## src/rtl/resp_byte_packer_if.sv

```systemverilog
// Request/FIFO-push bundle for resp_byte_packer; master is the controller/FIFO side,
// slave is the packer.
interface resp_byte_packer_if #(
    parameter int DATA_WIDTH = 8
);
    // Request handshake: a response transfers on a rising edge where REQ_VLD and REQ_RDY
    // are both high; REQ_TYPE/REQ_DATA must be stable while REQ_VLD waits for REQ_RDY.
    // FIFO side: a byte is written on every edge where TX_D_VLD is high.
    logic                    REQ_VLD;
    logic                    REQ_TYPE;
    logic [2*DATA_WIDTH-1:0] REQ_DATA;
    logic                    REQ_RDY;
    logic                    FIFO_FULL;
    logic                    TX_D_VLD;
    logic [DATA_WIDTH-1:0]   TX_P_DATA;
    logic                    BUSY;
    logic [7:0]              TX_CNT;

    modport master (
        output REQ_VLD, REQ_TYPE, REQ_DATA, FIFO_FULL,
        input  REQ_RDY, TX_D_VLD, TX_P_DATA, BUSY, TX_CNT
    );

    modport slave (
        input  REQ_VLD, REQ_TYPE, REQ_DATA, FIFO_FULL,
        output REQ_RDY, TX_D_VLD, TX_P_DATA, BUSY, TX_CNT
    );
endinterface

```

## src/rtl/resp_byte_packer.sv

```systemverilog
// Serialises byte/word responses into the TX FIFO, low byte first, with FIFO_FULL backpressure.
// Define RESP_CHECKSUM_EN to append an XOR checksum byte after each response's payload.
module resp_byte_packer #(
    parameter int DATA_WIDTH = 8
) (
    input  logic                 CLK,
    input  logic                 RST,
    resp_byte_packer_if.slave    bus,
    output logic [1:0]           dbg_state
);

    typedef enum logic [1:0] {
        IDLE     = 2'd0,
        SEND_LO  = 2'd1,
        SEND_HI  = 2'd2
`ifdef RESP_CHECKSUM_EN
        ,
        SEND_CHK = 2'd3
`endif
    } state_t;

    state_t                state;
    state_t                state_nxt;
    logic                  type_q;
    logic [DATA_WIDTH-1:0] lo_q;
    logic [DATA_WIDTH-1:0] hi_q;
`ifdef RESP_CHECKSUM_EN
    logic [DATA_WIDTH-1:0] chk_q;
`endif
    logic [7:0]            cnt_q;

    logic                  push;
    logic                  last;
    logic                  rdy;
    logic                  accept;
    logic [DATA_WIDTH-1:0] data_mux;

    // Reset is gated into the strobes so nothing is pushed or accepted while RST is high.
    always_comb begin
        push = !RST && (state != IDLE) && !bus.FIFO_FULL;

        last = 1'b0;
        case (state)
`ifdef RESP_CHECKSUM_EN
            SEND_CHK: last = 1'b1;
`else
            SEND_LO:  last = !type_q;
            SEND_HI:  last = 1'b1;
`endif
            default:  last = 1'b0;
        endcase

        rdy    = !RST && ((state == IDLE) || (last && !bus.FIFO_FULL));
        accept = bus.REQ_VLD && rdy;

        state_nxt = state;
        if (state == IDLE) begin
            if (accept) state_nxt = SEND_LO;
        end else if (push) begin
            if (last) begin
                state_nxt = accept ? SEND_LO : IDLE;
            end else begin
                case (state)
`ifdef RESP_CHECKSUM_EN
                    SEND_LO: state_nxt = type_q ? SEND_HI : SEND_CHK;
                    SEND_HI: state_nxt = SEND_CHK;
`else
                    SEND_LO: state_nxt = SEND_HI;
`endif
                    default: state_nxt = state;
                endcase
            end
        end

        data_mux = '0;
        case (state)
            SEND_LO:  data_mux = lo_q;
            SEND_HI:  data_mux = hi_q;
`ifdef RESP_CHECKSUM_EN
            SEND_CHK: data_mux = chk_q;
`endif
            default:  data_mux = '0;
        endcase
    end

    always_ff @(posedge CLK) begin
        if (RST) state <= IDLE;
        else     state <= state_nxt;
    end

    // Payload is captured at acceptance so later request-bus changes cannot disturb it.
    always_ff @(posedge CLK) begin
        if (RST) begin
            type_q <= 1'b0;
            lo_q   <= '0;
            hi_q   <= '0;
`ifdef RESP_CHECKSUM_EN
            chk_q  <= '0;
`endif
            cnt_q  <= '0;
        end else begin
            if (accept) begin
                type_q <= bus.REQ_TYPE;
                lo_q   <= bus.REQ_DATA[DATA_WIDTH-1:0];
                hi_q   <= bus.REQ_DATA[2*DATA_WIDTH-1:DATA_WIDTH];
`ifdef RESP_CHECKSUM_EN
                chk_q  <= bus.REQ_TYPE
                          ? (bus.REQ_DATA[DATA_WIDTH-1:0] ^ bus.REQ_DATA[2*DATA_WIDTH-1:DATA_WIDTH])
                          : bus.REQ_DATA[DATA_WIDTH-1:0];
`endif
            end
            if (push) cnt_q <= cnt_q + 8'd1;
        end
    end

    assign bus.REQ_RDY   = rdy;
    assign bus.TX_D_VLD  = push;
    assign bus.TX_P_DATA = data_mux;
    assign bus.BUSY      = (state != IDLE);
    assign bus.TX_CNT    = cnt_q;
    assign dbg_state     = state;

endmodule

```

## src/flat_wrapper.sv

```systemverilog
// flat-port wrapper written by rule: the top's interface ports become plain ports
module resp_byte_packer_flat 
#(
    parameter int DATA_WIDTH = 8
)
  (CLK, RST, dbg_state, bus_REQ_VLD, bus_REQ_TYPE, bus_REQ_DATA, bus_FIFO_FULL, bus_REQ_RDY, bus_TX_D_VLD, bus_TX_P_DATA, bus_BUSY, bus_TX_CNT);
  resp_byte_packer_if #(.DATA_WIDTH(DATA_WIDTH)) bus_i ();
  input  logic CLK;
  input  logic RST;
  output logic [1:0] dbg_state;
  input wire logic [$bits(bus_i.REQ_VLD)-1:0] bus_REQ_VLD;
  input wire logic [$bits(bus_i.REQ_TYPE)-1:0] bus_REQ_TYPE;
  input wire logic [$bits(bus_i.REQ_DATA)-1:0] bus_REQ_DATA;
  input wire logic [$bits(bus_i.FIFO_FULL)-1:0] bus_FIFO_FULL;
  output wire logic [$bits(bus_i.REQ_RDY)-1:0] bus_REQ_RDY;
  output wire logic [$bits(bus_i.TX_D_VLD)-1:0] bus_TX_D_VLD;
  output wire logic [$bits(bus_i.TX_P_DATA)-1:0] bus_TX_P_DATA;
  output wire logic [$bits(bus_i.BUSY)-1:0] bus_BUSY;
  output wire logic [$bits(bus_i.TX_CNT)-1:0] bus_TX_CNT;
  assign bus_i.REQ_VLD = bus_REQ_VLD;
  assign bus_i.REQ_TYPE = bus_REQ_TYPE;
  assign bus_i.REQ_DATA = bus_REQ_DATA;
  assign bus_i.FIFO_FULL = bus_FIFO_FULL;
  assign bus_REQ_RDY = bus_i.REQ_RDY;
  assign bus_TX_D_VLD = bus_i.TX_D_VLD;
  assign bus_TX_P_DATA = bus_i.TX_P_DATA;
  assign bus_BUSY = bus_i.BUSY;
  assign bus_TX_CNT = bus_i.TX_CNT;
  resp_byte_packer #(.DATA_WIDTH(DATA_WIDTH)) u_core (.CLK(CLK), .RST(RST), .bus(bus_i), .dbg_state(dbg_state));
endmodule
```

## config.mk

```make
export PLATFORM = sky130hd
export DESIGN_NAME = resp_byte_packer_flat
export DESIGN_NICKNAME = d
export VERILOG_FILES = /design/src/rtl/resp_byte_packer_if.sv /design/src/rtl/resp_byte_packer.sv /design/src/flat_wrapper.sv
export SDC_FILE = /design/constraint.sdc
export NUM_CORES = 1
export LEC_CHECK = 0
export ABC_AREA = 0
export BUFFER_PORTS_ARGS = -buffer_cell sky130_fd_sc_hd__buf_2
export CAP_MARGIN = 20
export CORE_MARGIN = 2
export CORE_UTILIZATION = 50
export DETAILED_ROUTE_END_ITERATION = 16
export PLACE_DENSITY = 0.89
export SYNTH_ARGS = -nofsm -noshare
export SYNTH_HDL_FRONTEND = slang
export SYNTH_SLANG_ARGS = --single-unit
```

## constraint.sdc

```tcl
create_clock -name CLK -period 5.4 [get_ports CLK]
set_input_delay 0 -clock CLK [delete_from_list [all_inputs] [get_ports CLK]]
set_output_delay 0 -clock CLK [all_outputs]
set_load 0.01 [all_outputs]
```

==> out/metrics.yaml <==
run_status:
  outcome: "completed"
placement:
  place.gp.congestion: 0.754
  dp.final_hpwl_um: 2020
  dp_slack_ns: 3.06
  placed_area_um2: 1490
  port_buffers: 41
pwr:
  switching_power_w: 0.000113
  seqPwrFrac_pct: 55.8
  p_leak_nw: 0.692
  p_int_w: 0.000271
  power_density_nw_per_um2: 228
  peakVddDrop_uv: 192
  clkPwrFrac_pct: 23.2
  combPwrFrac_pct: 21.0
  p_total_w: 0.000385
  netSwitchingFraction_pct: 29.5
logic_synthesis:
  synth_seq_cells: 27
  syn_inst: 159
  synth_warnings: 0
  synth_nets: 185
  avgSynthCellArea_um2: 8.42
  synth_area_um2: 1340
  yosysTopAreaCellShare_pct: 40.4
  seq_area_frac_synth_pct: 40.4
  ys_types: 32
  synth_area_leader_cell: "dfxtp_1"
  synthTopCellsByArea: "dfxtp_1 (40%), a21oi_1 (7.9%), o21ai_0 (6.7%)"
detailed_routing:
  drt_first_pass_iters: 4
  drc: 0
  wl_um: 3400
  viasPerCell: 5.62
  drt-initial-drc-count: 62
  dr_total_vias: 1344
  avgRoutedWirePerCell_um: 14.2
  drtAntennaViolNets: 0
sta:
  fmaxAchievable_mhz: 389
  tightest_slew_ns: 0.535
  fin_skew_ns: 0.0124
  tns_ns: 0
  setup_ws_ns: 2.83
  finalCritPeriodShare_pct: 47.6
  grt_setup_unrepaired: "false"
  fin_crit_ns: 2.57
  max_slew_margin_pct: 64.3
  finalHoldViolCount: 0
  slew_viol_final: 0
  finalSetupViolCount: 0
clocking:
  cts_max_path_buffers: 2
  clk_pin_slew_ns: 0.14
  ctsResizeCount: 0
  clk_latency_ns: 0.33
  numClockSinks: 27
  cts_buffers: 3
  cts_tree: "built"
  post_cts.repair.setup_buffers: 0
  htree_num_levels: 1
  cts_root_buf: "clkbuf_4"
floorplan:
  die_w_um: 55.7
  initial_core_util_pct: 53.6
  die_height_um: 55.7
  die-area_um2: 3110
  pin_count: 42
  core_area_um2: 2500
  num_rows: 18
cells_and_area:
  post-route-util_pct: 67.5
  drive_above_1_share_pct: 23.0
  nNetsFinal: 236
  syn2layout_area_growth_pct: 26.0
  final_area_um2: 1690
  n_antenna_cell: 0
setup_path:
  arrival_ns: 2.57
  endpoint_kind: "output port"
  worstPathRequired_ns: 5.40
  critical_path.startpoint_type: "register"
  worst-setup-path-type: "reg2out"
  reg2reg_depth: 7
  r2r-start: "u_core.dbg_state[0]"
  regToRegSetupSlack_ns: 2.99
  r2r-end: "u_core.hi_q[5]"
  crit_fanout: 18
global_route:
  grt_antenna_before_repair: 0
  grt_pass1_vias: 1227
  grt_max_degree: 32
  track_usage_pct: 22.4
  grt_pass1_wl_um: 5640
  grt-ovfl-total: 0
job:
  drv_cap: 0
worst_hold_path:
  min_to: "u_core.bus.TX_CNT[1]"
  hold_class: "in2reg"
  hold_depth: 4
  hold_start: "bus_FIFO_FULL"
-- layout make-up --
cell class / instances / area, um^2
multi-input combinational: 114 / 679
inverter: 6 / 23.8
fill: 220 / 813
tap: 30 / 37.5
clock inverter: 1 / 7.51
clock buffer: 3 / 22.5
timing repair buffer: 58 / 375
sequential: 27 / 541
-- how the worst max path moves through the flow --
stage,from,endpoint,slack [ns],cells after the start
global placement,u_core.dbg_state[0],u_core.lo_q[5],3.17,7
global route,u_core.dbg_state[0],bus_REQ_RDY,2.57,6
detailed placement,u_core.dbg_state[0],u_core.lo_q[5],3.06,7
CTS,u_core.dbg_state[0],bus_REQ_RDY,2.84,6
finish,u_core.dbg_state[0],bus_REQ_RDY,2.83,6
floorplan,u_core.dbg_state[0],u_core.hi_q[7],3.51,8
-- registers in the layout, summed over array words and instances, names as in the netlist --
signal             flops
u_core.bus.TX_CNT      8
u_core.hi_q            8
u_core.lo_q            8
u_core.dbg_state       2
u_core.type_q          1
-- cell usage in the layout (no fill, tap or decap), types with 5 or more instances in the layout --
cell type,count
a21oi_1,21
a22oi_1,8
buf_2,41
dfxtp_1,27
dlygate4sd3_1,17
ha_1,5
inv_1,5
nand2_1,6
nand3_1,17
nor2_1,8
nor2b_1,8
o21ai_0,18
-- synthesized netlist by cell type --
cell type,number
xnor2_1,3
nand3_1,17
nand3b_1,1
ha_1,5
xor2_1,3
nand2_1,6
nor2b_1,8
nand4b_1,1
a21oi_1,21
and3_1,1
a211o_1,1
a221o_1,1
inv_1,5
dfxtp_1,27
buf_2,3
clkbuf_1,3
nor3_1,2
o21a_1,1
a31oi_1,1
buf_6,3
and2b_2,1
or3_2,1
or2_1,1
clkbuf_8,2
nand4_1,3
o21ai_0,18
nor2_1,8
buf_4,1
clkinv_2,1
or3_1,1
a22oi_1,8
a221oi_1,1
-- logic make-up after synthesis --
| family | share of synthesized area, % |
|---|---|
| adders and majority gates | 4.67 |
| and+or+nand+nor | 20.0 |
| xor gates and xnor gates | 3.93 |
| AOI/OAI and AO/OA | 22.2 |
| DFF | 40.4 |
| buffers and inverters | 8.88 |
-- through the flow --
stage / hold WS [ns] / instances
after floorplan: 0.145 / 159
after global placement: 0.254 / 218
after detailed placement: 0.260 / 218
after CTS: 0.0463 / 239
after global routing: 0.0604 / 239
final: 0.0521 / 239
-- power by group through the flow --
stage	clock (W)	sequential, W	combinational, W
2_1_floorplan	0	0.000218	0.0000532
3_3_place_gp	0	0.000218	0.0000674
3_5_place_dp	0	0.000219	0.0000690
4_1_cts	0.0000926	0.000214	0.0000785
5_1_grt	0.000102	0.000216	0.0000887
6_report	0.0000894	0.000215	0.0000806
-- worst max-delay path, stage by stage, from the launching register on --
cell and delay [ns]:
dfxtp_1 0.41, inv_1 0.10, ha_1 0.43, a21oi_1 0.19
a221o_1 0.50, clkinv_2 0.38, buf_2 0.25
-- layer usage --
metal,routed length (um),up-vias,track usage (%)
li1,-,663,-
met2,1670,62,36.4
met1,1400,609,28.8
met4,82,0,10.5
met3,254,10,3.72
met5,0,-,0
-- repair_timing --
action | in CTS | in global routing
hold endpoints to repair | 17 | 0
setup endpoints to repair | 0 | 0
hold buffers | 17 | 0
(Power assumes the default switching activity.)
